`src/rtl/dpram_line_reader_if.sv`:
```
// Read-port bus between dpram_line_reader and port B of the line RAM.
// Address is registered by the reader; data returns one edge later.
interface dpram_line_reader_if #(
  parameter int ADDRWIDTH = 13,
  parameter int DATAWIDTH = 8
);
  logic [ADDRWIDTH-1:0] ram_addr;
  logic [DATAWIDTH-1:0] ram_q;

  modport master (
    output ram_addr,
    input  ram_q
  );

  modport slave (
    input  ram_addr,
    output ram_q
  );
endinterface

```
`src/rtl/dpram_line_reader.sv`:
```
// Line reader: fetches LINE_BYTES words from the RAM read port and
// serialises each word MSB-first, one pixel per pix_ce.
module dpram_line_reader #(
  parameter int ADDRWIDTH  = 13,
  parameter int DATAWIDTH  = 8,
  parameter int LINE_BYTES = 32
) (
  input  logic                 clock,
  input  logic                 reset_n,
  input  logic                 line_start,
  input  logic [ADDRWIDTH-1:0] base_addr,
  input  logic                 pix_ce,
  dpram_line_reader_if.master  ram,
  output logic                 pixel,
  output logic                 pixel_valid,
  output logic                 busy,
  output logic                 line_done
);
  localparam int CW = $clog2(LINE_BYTES + 1);
  localparam int BW = $clog2(DATAWIDTH);

  localparam logic [1:0] IDLE     = 2'd0;
  localparam logic [1:0] PREFETCH = 2'd1;
  localparam logic [1:0] RUN      = 2'd2;

  localparam logic [BW-1:0] LAST_BIT = BW'(DATAWIDTH - 1);
  localparam logic [CW-1:0] LB_CNT   = CW'(LINE_BYTES);
  localparam logic [CW-1:0] FT_INIT  = CW'(LINE_BYTES - 1);
  localparam logic [CW-1:0] CNT_ONE  = CW'(1);
  localparam logic [ADDRWIDTH-1:0] ADDR_ONE = ADDRWIDTH'(1);

  logic [1:0]           state;
  logic [DATAWIDTH-1:0] shift;
  logic [DATAWIDTH-1:0] hold;
  logic                 hold_valid;
  logic [BW-1:0]        bitcnt;
  logic [CW-1:0]        words_left;
  logic [CW-1:0]        fetch_left;
  logic [1:0]           cap_pending;
  logic [ADDRWIDTH-1:0] addr;

  logic boundary;
  logic last_word;
  logic more_fetch;

  assign boundary   = (state == RUN) && pix_ce
                      && (bitcnt == LAST_BIT);
  assign last_word  = (words_left == CNT_ONE);
  assign more_fetch = (fetch_left != '0);

  assign ram.ram_addr = addr;
  assign pixel_valid  = (state == RUN);
  assign pixel        = pixel_valid & shift[DATAWIDTH-1];
  assign busy         = (state != IDLE);

  // cap_pending[1] marks the edge where ram_q holds the requested word
  always_ff @(posedge clock or negedge reset_n) begin
    if (!reset_n) begin
      state       <= IDLE;
      shift       <= '0;
      hold        <= '0;
      hold_valid  <= 1'b0;
      bitcnt      <= '0;
      words_left  <= '0;
      fetch_left  <= '0;
      cap_pending <= '0;
      addr        <= '0;
      line_done   <= 1'b0;
    end else begin
      line_done   <= 1'b0;
      cap_pending <= {cap_pending[0], 1'b0};
      if (line_start) begin
        addr        <= base_addr;
        fetch_left  <= FT_INIT;
        words_left  <= LB_CNT;
        hold_valid  <= 1'b0;
        bitcnt      <= '0;
        cap_pending <= 2'b01;
        state       <= PREFETCH;
      end else begin
        unique case (1'b1)
          (state == IDLE): begin
          end
          (state == PREFETCH): begin
            if (cap_pending[1]) begin
              shift  <= ram.ram_q;
              bitcnt <= '0;
              state  <= RUN;
              if (more_fetch) begin
                addr        <= addr + ADDR_ONE;
                fetch_left  <= fetch_left - CNT_ONE;
                cap_pending <= {cap_pending[0], 1'b1};
              end
            end
          end
          (state == RUN): begin
            if (pix_ce && bitcnt != LAST_BIT) begin
              shift  <= {shift[DATAWIDTH-2:0], 1'b0};
              bitcnt <= bitcnt + BW'(1);
            end else if (boundary) begin
              words_left <= words_left - CNT_ONE;
              if (last_word) begin
                state     <= IDLE;
                line_done <= 1'b1;
              end else begin
                shift      <= hold;
                hold_valid <= 1'b0;
                bitcnt     <= '0;
                if (more_fetch) begin
                  addr        <= addr + ADDR_ONE;
                  fetch_left  <= fetch_left - CNT_ONE;
                  cap_pending <= {cap_pending[0], 1'b1};
                end
              end
            end
            if (cap_pending[1]) begin
              hold       <= ram.ram_q;
              hold_valid <= 1'b1;
            end
          end
          default: state <= IDLE;
        endcase
      end
    end
  end

  // a refill must always land before the word it feeds is needed
  underrun_chk: assert property (
    @(posedge clock) disable iff (!reset_n)
    !(boundary && !line_start && !last_word && !hold_valid)
  );
endmodule
```
`src/flat_wrapper.sv`:
```
// flat-port wrapper written by rule: the top's interface ports become plain ports
module dpram_line_reader_flat 
#(
  parameter int ADDRWIDTH  = 13,
  parameter int DATAWIDTH  = 8,
  parameter int LINE_BYTES = 32
)
  (clock, reset_n, line_start, base_addr, pix_ce, pixel, pixel_valid, busy, line_done, ram_ram_addr, ram_ram_q);
  dpram_line_reader_if #(.ADDRWIDTH(ADDRWIDTH), .DATAWIDTH(DATAWIDTH)) ram_i ();
  input  logic clock;
  input  logic reset_n;
  input  logic line_start;
  input  logic [ADDRWIDTH-1:0] base_addr;
  input  logic pix_ce;
  output logic pixel;
  output logic pixel_valid;
  output logic busy;
  output logic line_done;
  output wire logic [$bits(ram_i.ram_addr)-1:0] ram_ram_addr;
  input wire logic [$bits(ram_i.ram_q)-1:0] ram_ram_q;
  assign ram_ram_addr = ram_i.ram_addr;
  assign ram_i.ram_q = ram_ram_q;
  dpram_line_reader #(.ADDRWIDTH(ADDRWIDTH), .DATAWIDTH(DATAWIDTH), .LINE_BYTES(LINE_BYTES)) u_core (.clock(clock), .reset_n(reset_n), .line_start(line_start), .base_addr(base_addr), .pix_ce(pix_ce), .ram(ram_i), .pixel(pixel), .pixel_valid(pixel_valid), .busy(busy), .line_done(line_done));
endmodule
```
`config.mk`:
```
export PLATFORM = sky130hd
export DESIGN_NAME = dpram_line_reader_flat
export DESIGN_NICKNAME = d
export VERILOG_FILES = /design/src/rtl/dpram_line_reader_if.sv /design/src/rtl/dpram_line_reader.sv /design/src/flat_wrapper.sv
export SDC_FILE = /design/constraint.sdc
export NUM_CORES = 1
export LEC_CHECK = 0
export BUFFER_PORTS_ARGS = -buffer_cell sky130_fd_sc_hd__buf_2
export CORE_MARGIN = 1.5
export CORE_UTILIZATION = 52
export CTS_CLUSTER_SIZE = 12
export DETAILED_ROUTE_END_ITERATION = 8
export GPL_ROUTABILITY_DRIVEN = 0
export PLACE_DENSITY = 0.84
export RECOVER_POWER = 25
export SLEW_MARGIN = 20
export SYNTH_ARGS = -nofsm -noshare
export SYNTH_HDL_FRONTEND = slang
export SYNTH_SLANG_ARGS = --single-unit
```
`constraint.sdc`:
```
create_clock -name clock -period 1.9 [get_ports clock]
set_clock_uncertainty 0.15 [all_clocks]
set_input_delay 0.095 -clock clock [delete_from_list [all_inputs] [get_ports clock]]
set_output_delay 0.095 -clock clock [all_outputs]
set_load 0.005 [all_outputs]
```
==> results of run 1 <==
==> kinds of logic (layout without fill, tap and decap cells) <==
kind of cell             Yosys count  after routing  synth area share, %
flip-flops                        49             49                42.96
buffers and inverters             28            149                4.340
multiplexers                      27             27                10.21
XOR/XNOR                           3              3               0.9208
AO/OA/AOI/OAI                     69             70                18.11
AND/OR/NAND/NOR                  102            102                19.07
adder cells (fa/ha/maj)           10             10                4.384
==> layout make-up <==
| cell class | count | area, um2 | area share, % |
|---|---|---|---|
| clock buffer | 5 | 68.82 | 1.609 |
| clock inverter | 3 | 68.82 | 1.609 |
| inverter | 15 | 56.30 | 1.317 |
| multi-input combinational | 212 | 1829 | 42.77 |
| sequential | 49 | 1229 | 28.73 |
| tap | 70 | 87.58 | 2.048 |
| timing repair buffer | 126 | 937.1 | 21.91 |
==> through the flow <==
stage                     total power [mW]  area, um2
final                                3.935       4277
after global placement               2.554       3460
after detailed placement             2.624       3460
after floorplan                      2.129       2878
after global routing                 4.132       4277
after CTS                            3.717       4068
==> cell usage in the layout, fill, tap and decap left out, types with 3 or more instances in the layout <==
cell	netlist	layout
o21ai_1	1	4
nand4_1	6	6
inv_1	14	10
nand3_1	11	6
dfrtp_1	49	47
o22ai_1	3	3
ha_1	10	4
dlygate4sd3_1	0	24
nor4_1	5	4
buf_2	3	40
inv_2	0	4
buf_4	0	50
o21ai_0	7	3
clkbuf_8	0	5
nor2_1	25	25
mux2_4	0	10
a31oi_1	6	5
or3_1	5	4
nand2_1	16	15
mux2_2	17	7
a21oi_2	0	3
nor3_1	7	5
buf_6	2	10
and2_1	3	3
and3_1	5	3
mux2i_1	10	10
nor2b_1	6	4
nand3_2	0	5
ha_4	0	5
a21oi_1	15	12
==> timing repair <==
item	in CTS	in global routing
buffers inserted	5	7
gates cloned	2	0
endpoints found under the hold margin	73	0
setup endpoints to repair	34	33
resized for setup	41	37
hold buffers	24	0
pin swaps	15	15
==> power groups by stage <==
| stage | Combinational (mW) | Clock, mW | Sequential, mW |
|---|---|---|---|
| 2_1_floorplan | 0.674 | 0 | 1.45 |
| 3_3_place_gp | 1.10 | 0 | 1.46 |
| 3_5_place_dp | 1.15 | 0 | 1.47 |
| 4_1_cts | 1.35 | 0.917 | 1.45 |
| 5_1_grt | 1.66 | 0.968 | 1.50 |
| 6_report | 1.54 | 0.915 | 1.48 |
==> cells in the mapped netlist, types with 3 or more instances <==
cell type,n
dfrtp_1,49
nor2_1,25
mux2_2,17
nand2_1,16
a21oi_1,15
inv_1,14
nand3_1,11
ha_1,10
mux2i_1,10
nor3_1,7
o21ai_0,7
a31oi_1,6
clkbuf_1,6
nand4_1,6
nor2b_1,6
and3_1,5
nor4_1,5
or3_1,5
o31ai_1,4
a21boi_0,3
a2bb2oi_1,3
and2_1,3
buf_2,3
o22ai_1,3
==> worst register-to-register path, delay by kind of cell (launching register included) <==
kind | cells | cell delay [ns]
multiplexers | 1 | 0.29
AO/OA/AOI/OAI | 1 | 0.28
adder cells (fa/ha/maj) | 1 | 0.13
AND/OR/NAND/NOR | 2 | 0.59
buffers and inverters | 1 | 0.08
flip-flops | 1 | 0.40
==> sequential cells by signal, indices dropped and copies added (netlist names) <==
signal	flops
u_core.hold	8
u_core.bitcnt	3
u_core.line_done	1
u_core.cap_pending	2
u_core.shift	8
u_core.ram.ram_addr	13
u_core.words_left	6
u_core.fetch_left	6
u_core.state	2
==> worst paths after layout <==
kind	startpoint	end	slack [ns]	depth (start not counted)
min reg2reg	u_core.cap_pending[0]$_DFF_PN0_	u_core.cap_pending[1]$_DFF_PN0_	0.36	1
max	u_core.fetch_left[0]$_DFFE_PN0P_	u_core.fetch_left[5]$_DFFE_PN0P_	-0.14	6
min	line_start	u_core.cap_pending[1]$_DFF_PN0_	0.08	3
max reg2reg	u_core.fetch_left[0]$_DFFE_PN0P_	u_core.fetch_left[5]$_DFFE_PN0P_	-0.14	6
min in group asynchronous	reset_n	u_core.line_done$_DFF_PN0_	0.49	3
max in group asynchronous	reset_n	u_core.ram.ram_addr[0]$_DFFE_PN0P_	0.30	3
==> per-layer routing <==
layer	share of wire, %	up-vias	track usage (%)
met5	0	-	0
met3	4.7	28	4.286
met2	54	136	49.91
met1	40	1425	33.92
li1	-	1331	-
met4	2.1	0	7.091
==> run summary, run 1 <==
In this run the static leakage power is 1.918 nW. The number of synthesized register bits is 49, and the number of flops mapped to enable cells by yosys is 0. The number of clock sinks was 49; the fraction of power consumed by sequential logic was 37.5%. The total DRC errors in the routed layout is 0. During placement, the flow inserted port buffers numbering 41. In the post-synthesis netlist, the biggest area contributors are dfrtp_1 (43%), mux2_2 (6.7%), ha_1 (4.4%), mux2i_1 (3.5%), nor2_1 (3.3%).

In this run, CTS created clock tree buffers numbering 5. The critical path buffer and inverter count is 1, and the total global routing overflow is 0. After detailed placement, the design holds a cell count of 434.

TritonCTS built the clock tree. The critical path is of the reg -> reg type. The largest individual stage delay along the critical path comes from the cell or4b_4. For the initial antenna violation count, the log shows 0. The first global-routing pass estimated 13,000 um of wire. The first routing iteration left 154 violations.

The cell area that synthesis handed to floorplanning was 2854 um2. The signal on the critical path passes through inv_2 -> ha_4 -> or4b_4 -> o22a_4 -> nand3_2 -> mux2_4. The final reports fail on setup timing. Net switching is 32.57% of the power. The run gives 5205 um2 as the area of the placeable core. Data arrives at the worst endpoint at 2.09 ns. Peak clock frequency supported by timing: 490.5 MHz. Clock-pin slew was measured on the worst setup and hold paths at 0.10 ns.

The worst hold slack is 0.07767 ns, and the number of warning messages in the yosys log is 0. The logs give 5942 um2 for the overall die area and 25 for the final setup violation count. The run gives 39.2% as the portion of total power attributed to combinational logic.

The worst setup path is launched from a register. The internal power consumption was 2.654 mW; the maximum VDD drop was 0.0007215 V. The root buffer cell is clkbuf_8. The share of the Yosys chip area taken by registers is 42.96%.

The share of final-layout standard cells stronger than drive strength 1 works out to 44.15%. The run gives 5 as the number of detailed-routing iterations run before antenna repair. The count of filler cells inserted in the layout was 274. The count of pins over their slew limit is 0, and the relative area change from synthesis to final layout is 49.85%.

After synthesis, the netlist uses 59 different library cells. Synthesis produced 288 cells. Counting flops with an async set or reset pin after synthesis yields a share of 100.0%. The proportion of power drawn by the clock network was 23.3%; the average detailed-routed wire length per instance was 18.38 um. The number of antenna cells inserted is 0. The worst setup path is captured at a register.

After routing, the total negative slack on setup checks comes to -1.445 ns. The tools report the starting utilization of the core area as 54.83%. The count of standard-cell rows was 26. Cells fill 82.16% of the core in the end.

Entering global routing, the biggest net connects 50 pins. In this run the count of I/O pins placed on the die edge is 42. The worst path in the final design needs a cycle of 2.039 ns, including I/O delays and setup.

The run finished, with violations left. Ratio of final minimum period to clock period: 107.3%. For this run, the post-layout net count is 444. The tools report the max-cap check violation count as 0.

Least setup slack across all paths after layout: -0.1389 ns. Path type of the worst min-delay path: in -> reg. In this run the biggest area consumer among cell types represents 42.96% of the synthesized area. Dividing total power by cell area gives a power density of 920.2 nW/um2. STA puts the critical path data required time at 1.96 ns. For this run, the number of standard cells in the final layout without fillers is 480. The post-synthesis area per instance is 9.910 um2, and the top fanout value on the critical path is 5. The vertical die dimension is 77.09 um, and the global-route usage over all layers is 27.50%.

The post-placement setup slack was -0.1891 ns. The biggest area contributor in the post-synthesis netlist is dfrtp_1. The largest stage delay on the critical path is 0.50 ns.

Synthesis produced a netlist with a net count of 323. The die is 77.09 um wide. Setup repair after global routing could not meet its margin everywhere. Detailed routing inserted a total of 2,920 vias.

The later pin in the worst-skew pair is clocked with a latency of 0.31 ns. At the pin with the least slew margin, the transition time is 1.208 ns. Measured against its own limit, the worst slew margin works out to 19.48%. The aggregate routed wire length is 8823 um, and the net switching power figure is 1.282 mW. For the number of global-route vias before repair, the log shows 2,747. For the remaining antenna violation count, the log shows 0. No sink is reached through more buffers than the 2 on the longest clock path.

The family with the most delay on the worst path was simple AND/OR/NAND/NOR gates. Dividing the detail-routed via count by the number of cells gives 6.083. The most used flip-flop cell after synthesis is dfrtp_1. For the half-perimeter wire length after placement, the log shows 5083 um.

The final hold violation count was 0. The H-tree was split into 2 levels.
Note: power is estimated with default switching activity, not from simulation.
==> run 2: changes to the inputs <==
--- a/config.mk
+++ b/config.mk
@@ -8,6 +8,7 @@
 export BUFFER_PORTS_ARGS = -buffer_cell sky130_fd_sc_hd__buf_2
 export CORE_MARGIN = 1.5
 export CORE_UTILIZATION = 52
+export CTS_BUF_LIST = sky130_fd_sc_hd__clkbuf_16
 export CTS_CLUSTER_SIZE = 12
 export DETAILED_ROUTE_END_ITERATION = 8
 export GPL_ROUTABILITY_DRIVEN = 0
==> run 2 against run 1 <==
Net effect: the run still ends with setup timing left; hold slack worse by 0.058 ns; via count up 0.65%; total power up 9.0%; wire length up 4.6%; utilization up 1.8 points; first-iteration DRC count up 29%; cell count up 0.21%; global-route usage up 1.0 points; largest power group unchanged.
==> run summary, run 2 (synthesis results as in run 1) <==
Setup violations remaining at the end of the flow were counted as 28. For this run, design rule violations remaining after detail routing come to 0. The analysis attributes to cell leakage a power of 1.939 nW. The overall die width was 77.09 um; the area of combinational cells with multiple inputs was 1858 um2.

In this run the critical register-to-register path is launched from u_core.fetch_left[1]$_DFFE_PN0P_. Once detailed placement completed, the half-perimeter wirelength came to 5083 um. The routed length on met2 was 4951 um.

In this run the register-to-register setup slack is -0.15 ns. In the final timing run, aggregate negative setup slack is -1.670 ns. Port buffering added 41 buffers. The worst setup path is of the reg -> reg kind. The checks that failed: setup timing.

The logs give 445 for the number of nets in the final layout and 1227 um2 for the area occupied by registers. The worst setup path is captured at a register. Static timing analysis puts the maximum clock frequency at 488.9 MHz.

The first TritonRoute pass finished after 6 iterations. Headroom to the max-slew limit came out at 17.70%. CTS placed an instance of clkbuf_16 at the clock tree root. Among all stages on the critical path, the largest delay is contributed by or4b_4. The worst hold path passes through 3 cells. After global routing the overflow that remains totals 0.

For this design the top-level I/O count stands at 42. The H-tree generated during clock tree synthesis spans 2 levels. For the pin with the worst max-slew slack, the measured transition is 1.235 ns. Endpoint of the worst hold path: u_core.ram.ram_addr[4]$_DFFE_PN0P_. The aggregate routed wire length is 9228 um, and the ratio of final minimum period to clock period is 107.7%. The number of clock sinks is 49, and the global-route usage over all layers is 28.52%. After detailed routing, the wire length on met1 is 3599 um. The run gives 0 as the final hold violation count. The first global-routing pass estimated 13,500 um of wire.

The via density per instance came out at 6.110. The family with the most delay on the worst path is simple AND/OR/NAND/NOR gates. From synthesis to final layout, the design area changed by 53.05%.

Path depth of the worst reg2reg path: 6. The total number of vias came out at 2,939. The overall die area was 5942 um2. The run gives 0.0005074 V as the maximum VDD drop.

The leading cell type in the layout, fill and taps excluded is buf_4. 0 antenna diodes ended up in the layout. Counting the fill cells in the layout gives 256. The tools report the total power as 4.290 mW. The starting utilization of the core area is 54.83%, and the initial antenna violation count is 0.

In this run the deepest clock path goes through 2 buffers. The core region is 5205 um2. STA classifies the critical path startpoint as a register. The tools report the number of global-route vias before repair as 2,842.

The library cells used most frequently in the layout, excluding fill and tap cells, are buf_4 (51), dfrtp_1 (48), buf_2 (38). The min-delay analysis places its worst path in the category in -> reg. The largest stage delay on the critical path was 0.51 ns.

In this run the most critical hold path is launched from base_addr[4]. The least setup slack across all paths after layout was -0.1454 ns; the number of DRC markers after the initial detailed-route iteration was 199. Vertical die dimension: 77.09 um. The post-route netlist has 44.77% of its cells at a drive strength greater than 1. The clock latency of the later-clocked register in the worst-skew pair is 0.30 ns. Setup repair after global routing could not meet its margin everywhere. Data on the critical path is required at its endpoint by 1.93 ns. Number of flip-flops in the largest register: 13.

For the endpoint arrival time on the critical path, the log shows 2.07 ns. The clock input transition at the sequential cells of the worst setup and hold paths was 0.07 ns; the CTS buffer count was 5. The detailed router used layers up to and including met4.

The average detailed-routed wire length per instance works out to 19.19 um. The capturing point of the worst reg2reg path is u_core.fetch_left[5]$_DFFE_PN0P_. The critical path buffer and inverter count was 1. The critical path goes through inv_2 -> ha_4 -> or4b_4 -> o22a_4 -> nand3_2 -> mux2_4.

The top fanout value on the critical path is 5. The pin count of the biggest net entering global routing was 50; the count of standard-cell rows was 26. Across the run, the number of max-cap violations was 0. The tightest hold path in the finished design has a slack of 0.01952 ns.

Once detail routing completed, the nets flagged for antenna violations numbered 0. TritonCTS built the clock tree. The final critical delay including setup and external delays works out to 2.045 ns. The run gives 0 as the count of pins over their slew limit. Summed over all nets, wire length on met3 after detailed routing comes to 416 um. Dividing total power by cell area gives a power density of 982.2 nW/um2. The flow ran to the end, but the final reports show violations.
[run 2: cell types whose count changed in the layout (fill, tap and decap cells not counted), sizes merged]
cell | before | now
clkbuf | 7 | 9
dlygate4sd3 | 24 | 22
buf | 100 | 101
[run 2: per-stage QoR]
stage,cell area (um2),instances,setup slack [ns],util (%)
6_report,4368,481,-0.1454,83.92
3_5_place_dp,3460,434,-0.1891,66.47
5_1_grt,4368,481,-0.1768,83.92
2_1_floorplan,2878,288,-0.07183,-
3_3_place_gp,3460,434,-0.1236,66.47
4_1_cts,4153,473,-0.1356,79.78
[run 2: cell type report]
| class | instances | area share [%] |
|---|---|---|
| flip-flops and latches | 49 | 28.10 |
| inverters | 15 | 1.289 |
| clock buffers | 5 | 2.865 |
| repair buffers | 127 | 21.63 |
| clock inverters | 3 | 1.575 |
| multi-input cells | 212 | 42.54 |
| well taps | 70 | 2.005 |
[run 2: worst max path at each step]
stage,startpoint,endpoint,cells after the start
after floorplan,u_core.fetch_left[0]$_DFFE_PN0P_,u_core.fetch_left[5]$_DFFE_PN0P_,6
after global placement,u_core.state[1]$_DFFE_PN0P_,u_core.ram.ram_addr[5]$_DFFE_PN0P_,6
after detailed placement,u_core.fetch_left[1]$_DFFE_PN0P_,u_core.fetch_left[5]$_DFFE_PN0P_,6
after CTS,u_core.fetch_left[0]$_DFFE_PN0P_,u_core.ram.ram_addr[11]$_DFFE_PN0P_,6
after global routing,u_core.fetch_left[1]$_DFFE_PN0P_,u_core.fetch_left[5]$_DFFE_PN0P_,6
final,u_core.fetch_left[1]$_DFFE_PN0P_,u_core.fetch_left[5]$_DFFE_PN0P_,6
[run 2: what timing repair did]
item / CTS / global route
hold buffers: 22 / 0
gates cloned: 2 / 0
pin swaps: 14 / 19
endpoints found under the hold margin: 71 / 0
endpoints found under the setup margin: 33 / 33
setup buffers: 7 / 8
resized for setup: 48 / 37
[run 2: report_power, final]
part / internal (mW) / switching, mW / total (mW)
sequential: 1.28 / 0.211 / 1.50
clock: 0.760 / 0.417 / 1.18
combinational: 0.868 / 0.749 / 1.62
total: 2.91 / 1.38 / 4.29
[run 2: metal layers]
layer	vias up	track usage [%]
li1	1331	-
met1	1473	35.13
met2	108	50.88
met3	27	4.286
met4	0	9.455
met5	-	0
[run 2: tightest hold or removal path, delay by kind of cell]
family,cells,cell delay [ns]
compound gates,2,0.23
buf+inv,1,0.10
==> run 3: changes to the inputs <==
--- a/config.mk
+++ b/config.mk
@@ -12,6 +12,7 @@
 export CTS_CLUSTER_SIZE = 12
 export DETAILED_ROUTE_END_ITERATION = 8
 export GPL_ROUTABILITY_DRIVEN = 0
+export MAX_ROUTING_LAYER = met4
 export PLACE_DENSITY = 0.84
 export RECOVER_POWER = 25
 export SLEW_MARGIN = 20
==> constraint.sdc (replaced) <==
create_clock -name clock -period 1.9 [get_ports clock]
set_clock_uncertainty 0.15 [all_clocks]
set_input_delay 0.285 -clock clock [delete_from_list [all_inputs] [get_ports clock]]
set_output_delay 0.285 -clock clock [all_outputs]
set_load 0.005 [all_outputs]
==> run 3 against run 2 <==
Net effect: the flow still finishes with violations (setup timing); via count down 3.2%; design area down 5.2%; first-iteration DRC count down 10%; non-clock buffer count down 21.
==> run summary, run 3 (synthesis results as in run 1) <==
The count of pins over their slew limit is 0. The worst setup path is launched from a register. Setup repair after global routing could not meet its margin everywhere.

The worst pin sits at a relative slew slack of 52.85%. The average detailed-routed wire length per instance is 19.45 um, and the worst reg-to-reg setup slack is -0.15 ns. Type of the worst setup path: reg -> reg.

The CTS buffer count is 5, and the path depth of the worst reg2reg path is 6. The register with the most flip-flops in the layout has 13 of them. The max-cap check violation count is 0. The first routing iteration left 179 violations. TritonCTS built the clock tree. Wires add up to 8929 um. STA classifies the critical path endpoint as a register. The flow ran to the end, but the final reports show violations. The wire-length estimate of the detail-placed layout is 5058 um.

With fillers left out, the area of the finished cells amounts to 4143 um2. Overall die area: 5942 um2. Clock latency on the worst-skew pair, taken at its later pin, is 0.30 ns. At the worst endpoint, the required time is 1.93 ns. The top fanout value on the critical path is 8. The number of antenna diodes in the final layout is 0. The least setup slack across all paths after layout was -0.1471 ns.

The worst-case clock buffer depth is 2, and the post-placement setup slack is -0.1779 ns. After floorplanning, the core was sized to cover 5205 um2. Initial antenna violation count: 0. The pre-antenna-repair detailed-routing pass consisted of 4 iterations.

In this run the number of H-tree levels came out at 2. Timing would allow up to 488.5 MHz. The logs give 0 for the total global routing overflow and 49 for the number of clock sinks. The path class of the tightest hold or removal check is in -> reg. In the finished design, the share of the clock period the worst path needs comes to 107.7%.

In this run the cell area measured after placement is 3495 um2. Compared with the post-synthesis result, the final layout area differs by 45.16%. The first global-routing pass estimated 13,570 um of wire. The detailed router placed 2,845 vias in this run. The final reports fail on setup timing. At the pin with the least slew margin, the transition time is 0.7073 ns. IR analysis of the VDD net gives a maximum drop of 0.0007233 V. Counting instances, the worst hold path has a depth of 3. Pin count of the biggest net entering global routing: 50. Setup total negative slack on the finished layout was measured at -1.551 ns. The via density per instance is 6.198. Setup violations remaining at the end of the flow were counted as 29. The global-route usage over all layers was 29.71%; the final critical delay including setup and external delays was 2.047 ns. Leaving out fill and tap cells, the most frequent cell in the layout is buf_4. Once detail routing completed, the nets flagged for antenna violations numbered 0. Final hold violation count: 0. In this run the vertical extent of the chip is 77.09 um.

After clock tree synthesis, the clock-pin slew on the worst setup and hold paths is 0.07 ns. The overall die width is 77.09 um. For this design the static power due to leakage is 1.858 nW.

The run gives 0 as the total DRC errors in the routed layout. In this run the clock root is driven by a clkbuf_16. The endpoint arrival time on the critical path is 2.08 ns. The top-level I/O count was 42; the count of input and output buffers was 41. The share of final-layout standard cells stronger than drive strength 1 was 48.33%; the starting utilization of the core area was 54.83%. The number of global-route vias before repair is 2,758, and the total power divided by cell area is 965.8 nW/um2. The number of nets in the final layout is 423. In the layout the commonest cells are buf_4 (51), dfrtp_1 (49), buf_2 (41). In this run the core area contains 26 standard-cell rows.
==> run 3: metal layers <==
metal  wire length (um)  up-vias  track usage (%)  part of all wire (%)
met5                  0        -                -                     0
met4                310        0            11.45                   3.5
met3                456       34            4.881                   5.1
met2               4686      125            50.97                    52
met1               3475     1407            34.93                    39
li1                   -     1279                -                     -
==> run 3: final timing paths <==
| check | from | end |
|---|---|---|
| min | base_addr[11] | u_core.ram.ram_addr[11]$_DFFE_PN0P_ |
| max | u_core.fetch_left[0]$_DFFE_PN0P_ | u_core.fetch_left[5]$_DFFE_PN0P_ |
| min reg2reg | u_core.ram.ram_addr[12]$_DFFE_PN0P_ | u_core.ram.ram_addr[12]$_DFFE_PN0P_ |
| max in group asynchronous | reset_n | u_core.words_left[3]$_DFFE_PN0P_ |
| min in group asynchronous | reset_n | u_core.state[1]$_DFFE_PN0P_ |
| max reg2reg | u_core.fetch_left[0]$_DFFE_PN0P_ | u_core.fetch_left[5]$_DFFE_PN0P_ |
==> run 3: worst max-delay path, cell delays in order, from the launching register on <==
cell and delay, ns:
dfrtp_1 0.39, inv_2 0.09, ha_4 0.13, or4b_4 0.49, o22a_4 0.29, nand3_2 0.08, mux2_4 0.31
==> run 3: final cells by class <==
type                       count  area [um2]
clock buffer                   5       125.1
clock inverter                 3       25.02
fill                         299        1062
inverter                      15       56.30
multi-input combinational    211        1879
sequential                    49        1226
tap                           70       87.58
timing repair buffer         106       743.2
==> run 3: where the power goes <==
group          internal [mW]  total (mW)  switching (mW)
Combinational          0.831        1.56           0.732
Sequential              1.28        1.51           0.227
Clock                  0.496       0.927           0.431
==> run 3: repair_timing <==
action	in CTS	in global routing
resized for setup	40	45
pin swaps	9	13
cloned	1	0
setup buffers	6	7
endpoints found under the setup margin	35	35
endpoints found under the hold margin	49	0
hold buffers	1	0
==> run 3: per-stage QoR <==
stage / cells / utilization [%] / power, mW / hold WS (ns)
3_5_place_dp: 437 / 67.14 / 2.641 / 0.1443
6_report: 459 / 79.59 / 4.001 / 0.05435
3_3_place_gp: 437 / 67.14 / 2.566 / 0.1449
2_1_floorplan: 288 / - / 2.129 / -0.1606
5_1_grt: 459 / 79.59 / 4.188 / 0.08500
4_1_cts: 453 / 74.93 / 3.726 / 0.06419
